[config.mk]
export PLATFORM = sky130hd
export DESIGN_NAME = if_fetch_stage_flat
export DESIGN_NICKNAME = d
export VERILOG_FILES = /design/src/rtl/riscv_pkg.sv /design/src/rtl/if_fetch_stage_if.sv /design/src/rtl/if_fetch_stage_if_id_reg.sv /design/src/rtl/if_fetch_stage.sv /design/src/flat_wrapper.sv
export SDC_FILE = /design/constraint.sdc
export NUM_CORES = 1
export LEC_CHECK = 0
export CELL_PAD_IN_SITES_DETAIL_PLACEMENT = 1
export CELL_PAD_IN_SITES_GLOBAL_PLACEMENT = 1
export CORE_MARGIN = 3
export CORE_UTILIZATION = 39
export DETAILED_ROUTE_END_ITERATION = 6
export PLACE_DENSITY = 0.95
export SYNTH_ARGS = -nofsm -noshare
export SYNTH_HDL_FRONTEND = slang
export SYNTH_SLANG_ARGS = --single-unit
[constraint.sdc]
create_clock -name clk -period 15.7 [get_ports clk]
set_clock_uncertainty 0.2 [all_clocks]
set_input_delay 1.57 -clock clk [delete_from_list [all_inputs] [get_ports clk]]
set_output_delay 1.57 -clock clk [all_outputs]
set_load 0.005 [all_outputs]
[src/rtl/riscv_pkg.sv]
// Shared RV32 pipeline types: default widths, the bubble instruction and the
// IF/ID record that the fetch stage produces and the decode stage consumes.
package riscv_pkg;

   localparam int unsigned ADDR_WIDTH_DEF = 32;
   localparam int unsigned INST_WIDTH_DEF = 32;

   // addi x0, x0, 0
   localparam logic [INST_WIDTH_DEF-1:0] NOP_INST_DEF = 32'h0000_0013;

   typedef struct packed {
      logic [INST_WIDTH_DEF-1:0] instr;
      logic [ADDR_WIDTH_DEF-1:0] pc;
      logic [ADDR_WIDTH_DEF-1:0] pc_plus1;
      logic                      valid;
   } if_id_t;

endpackage

[src/rtl/if_fetch_stage_if.sv]
// Instruction-memory read bus: word address out, instruction back in the same cycle.
interface if_fetch_stage_if
   import riscv_pkg::*;
#(
   parameter int unsigned ADDR_WIDTH = ADDR_WIDTH_DEF,
   parameter int unsigned INST_WIDTH = INST_WIDTH_DEF
);
   logic [ADDR_WIDTH-1:0] imem_addr;
   logic [INST_WIDTH-1:0] imem_instr;

   modport master (output imem_addr, input imem_instr);
   modport slave  (input imem_addr, output imem_instr);
endinterface

[src/rtl/if_fetch_stage_if_id_reg.sv]
// IF/ID pipeline register: flush beats stall, stall beats capture; resets to a bubble.
module if_id_reg
   import riscv_pkg::*;
#(
   parameter logic [INST_WIDTH_DEF-1:0] NOP_INST = NOP_INST_DEF
) (
   input  logic   clk,
   input  logic   rst,
   input  logic   flush,
   input  logic   stall,
   input  if_id_t d,
   output if_id_t q
);

   localparam if_id_t BUBBLE = '{instr: NOP_INST, pc: '0, pc_plus1: '0, valid: 1'b0};

   always_ff @(posedge clk or posedge rst) begin
      if (rst) begin
         q <= BUBBLE;
      end else if (flush) begin
         q <= BUBBLE;
      end else if (!stall) begin
         q <= d;
      end
   end

endmodule

[src/rtl/if_fetch_stage.sv]
// Instruction-fetch stage: owns the PC, selects sequential vs redirect next PC,
// and fills the IF/ID register from a zero-latency instruction memory.
module if_fetch_stage
   import riscv_pkg::*;
#(
   parameter int unsigned           ADDR_WIDTH = ADDR_WIDTH_DEF,
   parameter int unsigned           INST_WIDTH = INST_WIDTH_DEF,
   parameter int unsigned           IMEM_DEPTH = 1024,
   parameter int unsigned           RESET_PC   = 0,
   parameter logic [INST_WIDTH-1:0] NOP_INST   = NOP_INST_DEF
) (
   input  logic                  clk,
   input  logic                  rst,
   input  logic                  stall_f,
   input  logic                  stall_d,
   input  logic                  flush_d,
   input  logic                  pc_src_e,
   input  logic [ADDR_WIDTH-1:0] pc_target_e,
   if_fetch_stage_if.master      imem,
   output logic [INST_WIDTH-1:0] instr_d,
   output logic [ADDR_WIDTH-1:0] pc_d,
   output logic [ADDR_WIDTH-1:0] pc_plus1_d,
   output logic                  valid_d,
   output logic [31:0]           fetch_count
);

   // One extra bit so a depth of 2^ADDR_WIDTH still compares correctly.
   localparam logic [ADDR_WIDTH:0] DEPTH_LIM = (ADDR_WIDTH+1)'(IMEM_DEPTH);

   logic [ADDR_WIDTH-1:0] pc_f;
   logic [ADDR_WIDTH-1:0] pc_next;
   logic [ADDR_WIDTH-1:0] pc_plus1_f;
   logic                  in_range;
   if_id_t                cap;
   if_id_t                id_q;

   assign pc_plus1_f     = pc_f + ADDR_WIDTH'(1);
   assign in_range       = ({1'b0, pc_f} < DEPTH_LIM);
   assign imem.imem_addr = pc_f;

   // Redirect wins over stall_f: the branch in execute is older than the stalled fetch.
   always_comb begin
      pc_next = pc_plus1_f;
      if (pc_src_e) begin
         pc_next = pc_target_e;
      end else if (stall_f) begin
         pc_next = pc_f;
      end
   end

   always_ff @(posedge clk or posedge rst) begin
      if (rst) begin
         pc_f <= ADDR_WIDTH'(RESET_PC);
      end else begin
         pc_f <= pc_next;
      end
   end

   always_comb begin
      cap          = '0;
      cap.instr    = in_range ? imem.imem_instr : NOP_INST;
      cap.pc       = pc_f;
      cap.pc_plus1 = pc_plus1_f;
      cap.valid    = in_range;
   end

   if_id_reg #(
      .NOP_INST (NOP_INST)
   ) u_if_id_reg (
      .clk   (clk),
      .rst   (rst),
      .flush (flush_d),
      .stall (stall_d),
      .d     (cap),
      .q     (id_q)
   );

   always_ff @(posedge clk or posedge rst) begin
      if (rst) begin
         fetch_count <= '0;
      end else if (!flush_d && !stall_d && in_range) begin
         fetch_count <= fetch_count + 32'd1;
      end
   end

   assign instr_d    = id_q.instr;
   assign pc_d       = id_q.pc;
   assign pc_plus1_d = id_q.pc_plus1;
   assign valid_d    = id_q.valid;

endmodule
[src/flat_wrapper.sv]
// flat-port wrapper written by rule: the top's interface ports become plain ports
module if_fetch_stage_flat import riscv_pkg::*;
#(
   parameter int unsigned           ADDR_WIDTH = ADDR_WIDTH_DEF,
   parameter int unsigned           INST_WIDTH = INST_WIDTH_DEF,
   parameter int unsigned           IMEM_DEPTH = 1024,
   parameter int unsigned           RESET_PC   = 0,
   parameter logic [INST_WIDTH-1:0] NOP_INST   = NOP_INST_DEF
)
  (clk, rst, stall_f, stall_d, flush_d, pc_src_e, pc_target_e, instr_d, pc_d, pc_plus1_d, valid_d, fetch_count, imem_imem_addr, imem_imem_instr);
  if_fetch_stage_if #(.ADDR_WIDTH(ADDR_WIDTH), .INST_WIDTH(INST_WIDTH)) imem_i ();
  input  logic clk;
  input  logic rst;
  input  logic stall_f;
  input  logic stall_d;
  input  logic flush_d;
  input  logic pc_src_e;
  input  logic [ADDR_WIDTH-1:0] pc_target_e;
  output logic [INST_WIDTH-1:0] instr_d;
  output logic [ADDR_WIDTH-1:0] pc_d;
  output logic [ADDR_WIDTH-1:0] pc_plus1_d;
  output logic valid_d;
  output logic [31:0] fetch_count;
  output wire logic [$bits(imem_i.imem_addr)-1:0] imem_imem_addr;
  input wire logic [$bits(imem_i.imem_instr)-1:0] imem_imem_instr;
  assign imem_imem_addr = imem_i.imem_addr;
  assign imem_i.imem_instr = imem_imem_instr;
  if_fetch_stage #(.ADDR_WIDTH(ADDR_WIDTH), .INST_WIDTH(INST_WIDTH), .IMEM_DEPTH(IMEM_DEPTH), .RESET_PC(RESET_PC), .NOP_INST(NOP_INST)) u_core (.clk(clk), .rst(rst), .stall_f(stall_f), .stall_d(stall_d), .flush_d(flush_d), .pc_src_e(pc_src_e), .pc_target_e(pc_target_e), .imem(imem_i), .instr_d(instr_d), .pc_d(pc_d), .pc_plus1_d(pc_plus1_d), .valid_d(valid_d), .fetch_count(fetch_count));
endmodule
## Word-level counts from Yosys, hierarchy flattened

Cells that the tools add are included.

| operators by class | value |
|---|---|
| order comparisons | 1 |
| multiplexer cells | 5 |
| reductions and logical operators | 4 |
| equality and inequality tests | 2 |
| add/sub/neg operators | 2 |

Operators with widths:

| operator | count |
|---|---|
| 97-bit 2-to-1 mux | 2 |
| 32-bit 2-to-1 mux | 3 |
| 32-bit by 1-bit adder with 32-bit output (second input constant) | 2 |
| 32-bit by 11-bit < comparator with 1-bit output (second input constant) | 1 |
| 2-bit by 1-bit != test with 1-bit output (second input constant) | 2 |
| 1-bit logical AND | 2 |
| 1-bit zero test | 2 |

| storage, ports and cells | value |
|---|---|
| flip-flop bits (word level) | 161 |

## Logic depth before layout (Yosys ltp)

| depth | value |
|---|---|
| depth in word-level cells | 4 |
| mapped depth | 8 |
| mapped depth without buffers | 6 |

## Hierarchy

From an unflattened synthesis, not the netlist that was laid out.

| second synthesis, totals | value |
|---|---|
| cell total of the unflattened synthesis | 803 |
| area total of the unflattened synthesis | 8311.7 sq um |

Modules (own cells, without submodules):

| module | cells each | instances | area an instance (sq um) |
|---|---|---|---|
| if_fetch_stage | 489 | 1 | 4362.9 |
| if_id_reg | 314 | 1 | 3948.8 |

## Worst setup path after synthesis

OpenSTA, ideal clock, no wires.

| path | value |
|---|---|
| kind | in2reg |
| start | input port stall_d |
| end | register u_core.fetch_count[26] |
| data arrival time | 2.834 ns |
| stages | 7 |
| path slack | 12.542 ns |
| path buffers | 2 |
| cell sequence | buf_6 > nor4_1 > nand4_1 > nor4_4 > buf_6 > nand4_1 > xnor2_1 |

| on the way | value |
|---|---|
| cells in the longest elaborated chain, start to end | 3 |

Ends and longest elaborated chain:

| element | RTL line | source |
|---|---|---|
| start, declared | flat_wrapper.sv:15 | `input logic stall_d;` |
| 1-bit zero test | if_fetch_stage.sv:81 | `end else if (!flush_d && !stall_d && in_range) begin` |
| 1-bit logical AND (2 in a row) | if_fetch_stage.sv:81 |  |
| end signal, assigned | if_fetch_stage.sv:82 | `fetch_count <= fetch_count + 32'd1;` |
| end, declared | if_fetch_stage.sv:24 | `output logic [31:0] fetch_count` |

Every way passes these cells.
A chain may end at the register's enable or synchronous reset.

## Worst setup path after layout

| path | value |
|---|---|
| start | input port stall_d |
| end | register u_core.fetch_count[23] |

Same word-level chain as after synthesis.

==> out/metrics.cfg <==
[placed_design]
portBuffers = 230
gpl.final_weighted_congestion = 0.8008
dp_hpwl_um = 17370

[sta]
finalMaxSlewViolations = 0
layout_worst_path_cycle_share = 0.2439
hold_violations = 0
max_freq_ghz = 0.2612
rsz0062_at_grt = false
setup_violations = 0
relSlewSlack = 0.1735
setup_tns_ns = 0
fin_crit_ns = 3.829
worst_slew_pin_slew_ns = 1.234

[global_routing]
grt_pass1_wl_um = 39940
overflow = 0
grt_start_max_net_pins = 102
grt_pass1_vias = 6840
antenna_found_initial = 2
gr-usage-all-layers = 0.2323

[clock_tree]
clkSlewWorstSetupHoldPaths_ns = 0.07
cts_tree = built
clockBufferDepth = 2
cts_max_level = 4
cts_made_buffers = 17
cts.sinks = 161
cts_hold_buf = 0
clockRootBuffer = clkbuf_16
cts_setup_buffers = 0
insertion_delay_ns = 0.42
post_cts_resized = 0

[min_path]
hp-class = flop to flop

[logic_synthesis]
yosysSeqAreaShare = 0.5201
synth_area_um2 = 7754
synth_cells = 734
synth_most_common_cell = dfrtp_1
synth_ff_type = dfrtp_1
synth_top_cell_by_area = dfrtp_1
synthesis.nets = 806
postSynthAreaPerCell_um2 = 10.56
yosysTopAreaCellShare = 0.5099
synthMuxAreaShare = 0.05583
async_flop_share = 1.000
synth-compound-area-share = 0.08940
synth_top_family_by_area = simple AND/OR/NAND/NOR gates
synth_simple_gate_area_frac = 0.1751
synth_top_cells_by_count = 158 x dfrtp_1, 66 x xnor2_1, 59 x nor2_1
synth_fa_ha_area_frac = 0.003227
ys.warnings.count = 0
synthTopCellsByArea = dfrtp_1 51%, xnor2_1 7.5%, mux2i_1 5.3%
ys_types = 48
synthXorXnorAreaFrac = 0.1005
ys_seq_elements = 161
synth_edf_count = 0

[setup_path]
cp-start-kind = input pin
cpPeakStageDelay_ns = 0.70
critPathKind = input pin to flop
cpMostUsedCell = buf_4
slowest_stage = nor4_4
required_ns = 15.81
path_cells = buf_4 -> buf_4 -> nor4_1 -> nand4_1 -> nor4_4 -> nand3_1 -> xnor2_1
critPathMaxFanout = 88
end_kind = flop
crit_arrival_ns = 3.93

[run]
drv_cap = 0

[floorplanning]
die_h_um = 147
rows = 50
fp.dieArea_um2 = 21610
core_area_um2 = 19140
die_w_um = 147
ios = 231
initial_core_util = 0.4050

[route]
drt-total-wl_um = 24860
dr.pass1.iters = 4
route.detailed.drc = 0
wl_per_cell_um = 20.71
dr_total_vias = 6308
drt_iter0_drc = 261
antenna_left = 0
vias_per_cell = 5.257

[power_and_ir_drop]
p_leak_nw = 4.468
vdd_drop_max_mv = 0.07448
pwr_density_cell_nw_per_um2 = 96.24

[outcome]
status = complete, no violations

[final_layout]
fillCellCount = 2078
area_growth_pct = 37.73
drive_gt1_frac = 0.06716
layout.nets = 997
final_util = 0.5578

flip-flops by register name (all words and copies together) (netlist names):
name                   cells
u_core.imem.imem_addr     32
u_core.fetch_count        32
u_core.u_if_id_reg.q      97
final cells by class:
cell class / instances / area [um^2] / share of cell area
diodes: 2 / 5.005 / 0.0004687
clock buffers: 21 / 450.4 / 0.04218
clock inverters: 11 / 156.4 / 0.01465
inverters: 19 / 76.32 / 0.007147
multi-input cells: 489 / 3291 / 0.3081
flip-flops and latches: 161 / 4033 / 0.3776
well taps: 260 / 325.3 / 0.03046
repair buffers: 237 / 2342 / 0.2193
cells in the final DEF (no fill, tap or decap), types with 11 or more instances in the layout:
cell             netlist  final
inv_1                 19     18
clkdlybuf4s50_1        0    227
and3_1                11     11
o21ai_0               28     28
nand3_1               29     29
nor2_1                59     59
nor3_1                18     18
o21a_1                15     15
dfrtp_1              158    158
nand4_1               29     29
xor2_1                23     23
a21oi_1               19     19
clkbuf_16              0     17
nand2_1               54     54
mux2i_1               41     41
a22o_1                29     29
xnor2_1               66     66
report_power, final:
part           internal, mW  switching (mW)  total [mW]
Clock                 0.257           0.178       0.434
Sequential            0.434          0.0306       0.464
Combinational        0.0722          0.0570       0.129
Total                 0.763           0.265        1.03
through the flow:
step | hold WS (ns) | cells | instance area [um^2] | power [mW] | setup WS, ns
final | 0.2891 | 1200 | 10680 | 1.028 | 11.87
after global routing | 0.3047 | 1200 | 10680 | 1.069 | 11.58
after CTS | 0.2913 | 1198 | 10670 | 1.038 | 11.85
after detailed placement | 0.2754 | 1166 | 10070 | 0.6020 | 11.41
after global placement | 0.2607 | 1166 | 10070 | 0.5951 | 11.60
after floorplan | 0.2683 | 734 | 7754 | 0.5260 | 9.587
worst paths after layout:
| kind | from | endpoint | slack (ns) | depth (start not counted) |
|---|---|---|---|---|
| max in group asynchronous | rst | u_core.fetch_count[7] | 12.35 | 3 |
| min in group asynchronous | rst | u_core.u_if_id_reg.q[87] | 1.52 | 2 |
| setup reg to reg | u_core.imem.imem_addr[28] | u_core.fetch_count[23] | 12.85 | 5 |
| hold / removal | u_core.u_if_id_reg.q[0] | u_core.u_if_id_reg.q[0] | 0.29 | 2 |
| hold reg to reg | u_core.u_if_id_reg.q[0] | u_core.u_if_id_reg.q[0] | 0.29 | 2 |
| setup / recovery | stall_d | u_core.fetch_count[23] | 11.87 | 7 |
per-layer routing:
layer	wire, um	share of wire	track usage
met5	0	0	0
met4	604	0.024	0.08108
met3	1074	0.043	0.04503
met2	12760	0.51	0.3994
met1	10420	0.42	0.2939
kinds of logic after synthesis:
logic type,Yosys count
flip-flops,161
AND/OR/NAND/NOR,251
AO/OA/AOI/OAI,104
multiplexers,43
buffers and inverters,84
adder cells (fa/ha/maj),2
XOR/XNOR,89
worst max-delay path, delay by kind of cell:
| kind | cells | cell delay (ns) |
|---|---|---|
| AND/OR/NAND/NOR | 4 | 1.59 |
| buffers and inverters | 2 | 0.58 |
| XOR/XNOR | 1 | 0.18 |
No activity file was read; power rests on OpenSTA's default activity.
